[src/rtl/icache_refill_ctrl.sv]
// Refill sequencer for the ping-pong instruction buffer: demand-fills the active
// bank, prefetches the next sequential line into the backup bank, swaps on Switch.
module icache_refill_ctrl #(
    parameter int ADDR_W = 10,
    parameter int DATA_W = 32
) (
    input  logic              clk,
    input  logic              Reset_n,
    input  logic              Switch,
    input  logic              Miss,
    input  logic [ADDR_W-1:0] Miss_Addr,
    output logic              Mem_Req,
    output logic [ADDR_W-1:0] Mem_Addr,
    input  logic              Mem_Ack,
    input  logic [DATA_W-1:0] Mem_Data,
    output logic              Fill_We,
    output logic              Fill_Bank,
    output logic [2:0]        Fill_Idx,
    output logic [DATA_W-1:0] Fill_Data,
    output logic              Bnd_We,
    output logic              Bnd_Bank,
    output logic [ADDR_W-1:0] Bnd_Lb,
    output logic              Active_Bank,
    output logic              Stall,
    output logic              Ready
);

    typedef enum logic [1:0] {START, FILL_ACT, FILL_BKP, READY} state_e;

    localparam logic [ADDR_W-1:0] LINE  = ADDR_W'(8);
    localparam logic [ADDR_W-1:0] LINE2 = ADDR_W'(16);

    state_e            state_q, state_d;
    logic              act_q, act_d;
    logic [ADDR_W-1:0] base_q, base_d;
    logic [ADDR_W-1:0] abase_q, abase_d;
    logic [2:0]        idx_q, idx_d;
    logic              req_q, stall_q, ready_q;
    logic [ADDR_W-1:0] addr_q;

    logic tgt, wr, last;

    // A miss in the same cycle as an ack kills the write: the line is abandoned.
    always_comb begin
        tgt  = (state_q == FILL_BKP) ? ~act_q : act_q;
        wr   = req_q & Mem_Ack & ~Miss;
        last = wr & (idx_q == 3'd7);
    end

    assign Mem_Req     = req_q;
    assign Mem_Addr    = addr_q;
    assign Fill_We     = wr;
    assign Fill_Bank   = tgt;
    assign Fill_Idx    = idx_q;
    assign Fill_Data   = req_q ? Mem_Data : '0;
    assign Bnd_We      = last;
    assign Bnd_Bank    = tgt;
    assign Bnd_Lb      = base_q;
    assign Active_Bank = act_q;
    assign Stall       = stall_q;
    assign Ready       = ready_q;

    always_comb begin
        state_d = state_q;
        act_d   = act_q;
        base_d  = base_q;
        abase_d = abase_q;
        idx_d   = idx_q;
        if (wr) idx_d = idx_q + 3'd1;
        case (state_q)
            START: begin
                state_d = FILL_ACT;
                act_d   = 1'b0;
                base_d  = '0;
                idx_d   = '0;
            end
            FILL_ACT: begin
                if (last) begin
                    abase_d = base_q;
                    base_d  = base_q + LINE;
                    state_d = FILL_BKP;
                end
            end
            FILL_BKP: begin
                if (last) begin
                    // Line done and fetch crosses into it on the same edge:
                    // behave as a Switch out of READY.
                    if (Switch) begin
                        act_d   = ~act_q;
                        abase_d = base_q;
                        base_d  = base_q + LINE;
                    end else begin
                        state_d = READY;
                    end
                end else if (Switch) begin
                    // Finish the partly written line as the new active bank.
                    act_d   = ~act_q;
                    abase_d = base_q;
                    state_d = FILL_ACT;
                end
            end
            READY: begin
                if (Switch) begin
                    act_d   = ~act_q;
                    abase_d = abase_q + LINE;
                    base_d  = abase_q + LINE2;
                    idx_d   = '0;
                    state_d = FILL_BKP;
                end
            end
            default: state_d = START;
        endcase
        if (Miss && state_q != START) begin
            act_d   = act_q;
            abase_d = abase_q;
            base_d  = {Miss_Addr[ADDR_W-1:3], 3'b000};
            idx_d   = '0;
            state_d = FILL_ACT;
        end
    end

    always_ff @(posedge clk or negedge Reset_n) begin
        if (!Reset_n) begin
            state_q <= START;
            act_q   <= 1'b0;
            base_q  <= '0;
            abase_q <= '0;
            idx_q   <= '0;
            req_q   <= 1'b0;
            stall_q <= 1'b1;
            ready_q <= 1'b0;
            addr_q  <= '0;
        end else begin
            state_q <= state_d;
            act_q   <= act_d;
            base_q  <= base_d;
            abase_q <= abase_d;
            idx_q   <= idx_d;
            req_q   <= (state_d == FILL_ACT) || (state_d == FILL_BKP);
            stall_q <= (state_d == FILL_ACT);
            ready_q <= (state_d == READY);
            addr_q  <= base_d + {{(ADDR_W-3){1'b0}}, idx_d};
        end
    end

endmodule

[config.mk]
export PLATFORM = sky130hd
export DESIGN_NAME = icache_refill_ctrl
export DESIGN_NICKNAME = d
export VERILOG_FILES = /design/src/rtl/icache_refill_ctrl.sv
export SDC_FILE = /design/constraint.sdc
export NUM_CORES = 1
export LEC_CHECK = 0
export CAP_MARGIN = 5
export CORE_UTILIZATION = 46
export DETAILED_ROUTE_END_ITERATION = 8
export PLACE_DENSITY = 0.86
export SLEW_MARGIN = 20
export SYNTH_ARGS = -nofsm -noshare
export SYNTH_HDL_FRONTEND = slang
export SYNTH_SLANG_ARGS = --single-unit
[constraint.sdc]
create_clock -name clk -period 4.7 [get_ports clk]
set_input_delay 0.94 -clock clk [delete_from_list [all_inputs] [get_ports clk]]
set_output_delay 0.94 -clock clk [all_outputs]
set_load 0.03 [all_outputs]
==> results.md <==
* Status: completed
* First-pass GRT wire length at roughly 12,000 um
* Die Wd at just under 80 um
* Simple-Gate Fraction of Synth Area at a little under a quarter
* Hold Path Depth at 2
* H-tree levels at 2
* Count of final setup violators at 0
* Sw Pwr at roughly 0.00047 W
* Peak supply drop at about 0.23 mV
* DRC at 0
* Slew @ Worst Pin at 0.9060 ns
* Hold worst-path end: abase_q[1]
* Fmax at 273.9 MHz
* Async S/R FF share, synth at 100.0%
* Worst Clk Skew at between 0.009 and 0.01 ns
* CORE AREA at between 0.005 and 0.006 sq mm
* CP Capture Type: output pin
* Static Leakage at about 1.6 nW
* Die height at slightly below 80 um
* Origin of the critical flop-to-flop path: state_q[0]
* Max-slew violations at 0
* Commonest cells in the netlist: dfrtp_1, and2_1, nand2_1
* Die Area at slightly below 0.006 sq mm
* Max-cap violations at 0
* Top FF cell, synth: dfrtp_1
* Fin. Hold Viols at 0
* Cell variety after synth at 49
* Worst-skew pair later-pin latency at 0.30 ns
* CTS buffer count at 5
* Crit Path Category: in -> out
* Crit-path max FO at 7
* CTS tree: yes
* Tcrit/Tclk final at between 70% and 80%
* Worst reg2reg path depth at 10
* RSZ-0062 raised after global routing: no
* Final HPWL from detailed placement at about 5400 um
* Critical Path AT at roughly 2.7 ns
* Root buffer cell: clkbuf_8
* Postcts setup bufs at 0
* Share of the synthesized area in the top cell type at about 37%
* Syn. warnings at 0
* DR pass1 iterations at 4
* Area after DPL at around 0.0037 sq mm
* Number of flops mapped to enable cells by yosys at 0
* Clk pin slew, worst setup/hold paths at approximately 0.090 ns
* Crit path time final at between 3 and 4 ns
* Final Wtd Congestion at approximately 0.97
* Final WL at 7096 um
* Post-synthesis adder-cell area fraction at roughly 8%
* Clk sinks at 39
* Antenna Nets Post-Route at 0
* DR vias/cell at approximately 5.5
* Largest family of logic cells by synthesized area: simple AND/OR/NAND/NOR gates
* Startpoint types: primary input
* Hold WC Path Type: reg -> reg
* Inserted Diodes at 0
* Cts hold-fix bufs at 0
* Compound-Gate Fraction of Synth Area at roughly 18%
* Clk pwr share at roughly a quarter
* Nets at between 400 and 500
* Top post-synthesis cells by area: dfrtp_1, and2_1, ha_1
* Initial antenna violation count at 0
* Cell area after synthesis at 0.002575 sq mm
* FF-to-FF End: Mem_Addr[9]
* IO Pins at 110
* Initial Utilization at roughly half
* Vias at around 2.5k
* FF+latch count, synth at 39
* Clock Tree Buf Depth at 2
* Internal at 0.0007718 W
* Final instance area at 0.003772 sq mm
* Largest net degree at the start of global routing at 40
* Synth Area in XOR/XNOR at approximately 4.8%
* Post_cts resized at 0
* Worst reg-to-reg setup slack at approximately 1.8 ns
* CP required at between 3 and 4 ns
* Logic pwr share at between 30% and 40%
* PwrDens at approximately 330 mW/mm^2
* Switching portion of total power at a little under two fifths
* Most common cell in the synthesized netlist: dfrtp_1
* Flop pwr share at a little under two fifths
* Slew HR at between 30% and 40%
* Routed wire length per instance at approximately 16 um
* DR iter-0 viols at about 130
* Syn Inst Count at between 200 and 300
* Port Buffer Count at between 100 and 150
* Post-Syn Nets at 350
* Multiplexer share of the synthesized area at under 10%
* GRT Resource Usage Total at between 20% and 30%
* Vias in the first global route at about 2.4k
* Fraction of layout instances using a drive strength above 1 at around 5.4%
* Sequential area share after synthesis at between 30% and 40%
* # rows at 26
* Cell taking the most area after synthesis: dfrtp_1
* Gr ovfl total at 0
* Hold Path Origin: abase_q[1]
* Setup tns final at 0 ns
* Syn_area_per_cell at about 9.0 sq um
* Layout Area Growth over Synthesis at 46.50%
-- routing by layer --
metal  share of wire [%]  track usage, %
met1                  42           29.89
met2                  48           43.21
met3                 8.8           5.714
met4                 1.5           6.923
met5                   0               0
-- worst max path at each step --
stage / slack (ns) / endpoint / from / cells past startpoint
global placement: 1.09 / Mem_Addr[9] / Switch / 10
CTS: 1.08 / Fill_We / Miss / 4
global route: 1.00 / Fill_We / Miss / 4
finish: 1.05 / Fill_We / Miss / 4
detailed placement: 1.08 / Mem_Addr[9] / Switch / 10
floorplan: 1.61 / Mem_Addr[9] / Miss / 12
-- stage by stage --
step / setup WS (ns) / cells / util, % / hold slack, ns / total power, W
after floorplan: 1.612 / 287 / - / 0.4496 / 0.0007615
after global placement: 1.091 / 449 / 69.83 / 0.4635 / 0.0009474
after detailed placement: 1.078 / 449 / 69.83 / 0.4788 / 0.0009576
after CTS: 1.081 / 457 / 72.03 / 0.4984 / 0.001248
after global routing: 1.001 / 457 / 72.03 / 0.5133 / 0.001314
final: 1.049 / 457 / 72.03 / 0.4907 / 0.001247
-- flip-flops by register name (all words and copies together) (netlist names) --
| signal | cells |
|---|---|
| Mem_Addr | 10 |
| Stall | 1 |
| Active_Bank | 1 |
| abase_q | 10 |
| Bnd_Lb | 10 |
| Ready | 1 |
| state_q | 2 |
| Fill_Idx | 3 |
| Mem_Req | 1 |
-- power groups by stage --
| stage | logic, W | clock network [W] | registers [W] |
|---|---|---|---|
| 5_1_grt | 0.000516 | 0.000308 | 0.000491 |
| 3_5_place_dp | 0.000475 | 0 | 0.000483 |
| 2_1_floorplan | 0.000264 | 0 | 0.000498 |
| 6_report | 0.000477 | 0.000291 | 0.000479 |
| 4_1_cts | 0.000478 | 0.000292 | 0.000478 |
| 3_3_place_gp | 0.000468 | 0 | 0.000480 |
-- area by class of cell --
class                      count  area [sq um]
clock inverter                 3         46.29
multi-input combinational    213          1454
inverter                      20         75.07
timing repair buffer         107          1064
sequential                    39         977.2
fill                         413          1465
tap                           70         87.58
clock buffer                   5         68.82
-- logic make-up (layout without fill, tap and decap cells) --
group	Yosys count	count (layout)
adders and majority gates	16	16
buffers and inverters	35	135
xor gates and xnor gates	14	14
muxes	7	7
DFF	39	39
AOI/OAI and AO/OA	67	67
and+or+nand+nor	109	109
-- cells in the final DEF, fill, tap and decap left out, types with 2 or more instances in the layout --
cell	instances
clkdlybuf4s50_1	105
dfrtp_1	38
and2_1	34
nand2_1	23
inv_1	19
nor2_1	19
o21ai_0	17
a21oi_1	15
ha_1	15
xnor2_1	10
nand3_1	9
mux2i_1	7
a22oi_1	7
nand4_1	5
a221oi_1	5
clkbuf_8	5
xor2_1	4
nor3_1	4
a21o_1	3
o211ai_1	3
o22ai_1	3
or2_2	2
o221ai_1	2
o21bai_1	2
nand2b_1	2
nor4_1	2
-- critical path: stages --
cell and delay (ns):
clkdlybuf4s50_1 0.54, inv_1 0.19, and3_1 0.32, clkdlybuf4s50_1 0.72
Note: power is estimated with default switching activity, not from simulation.
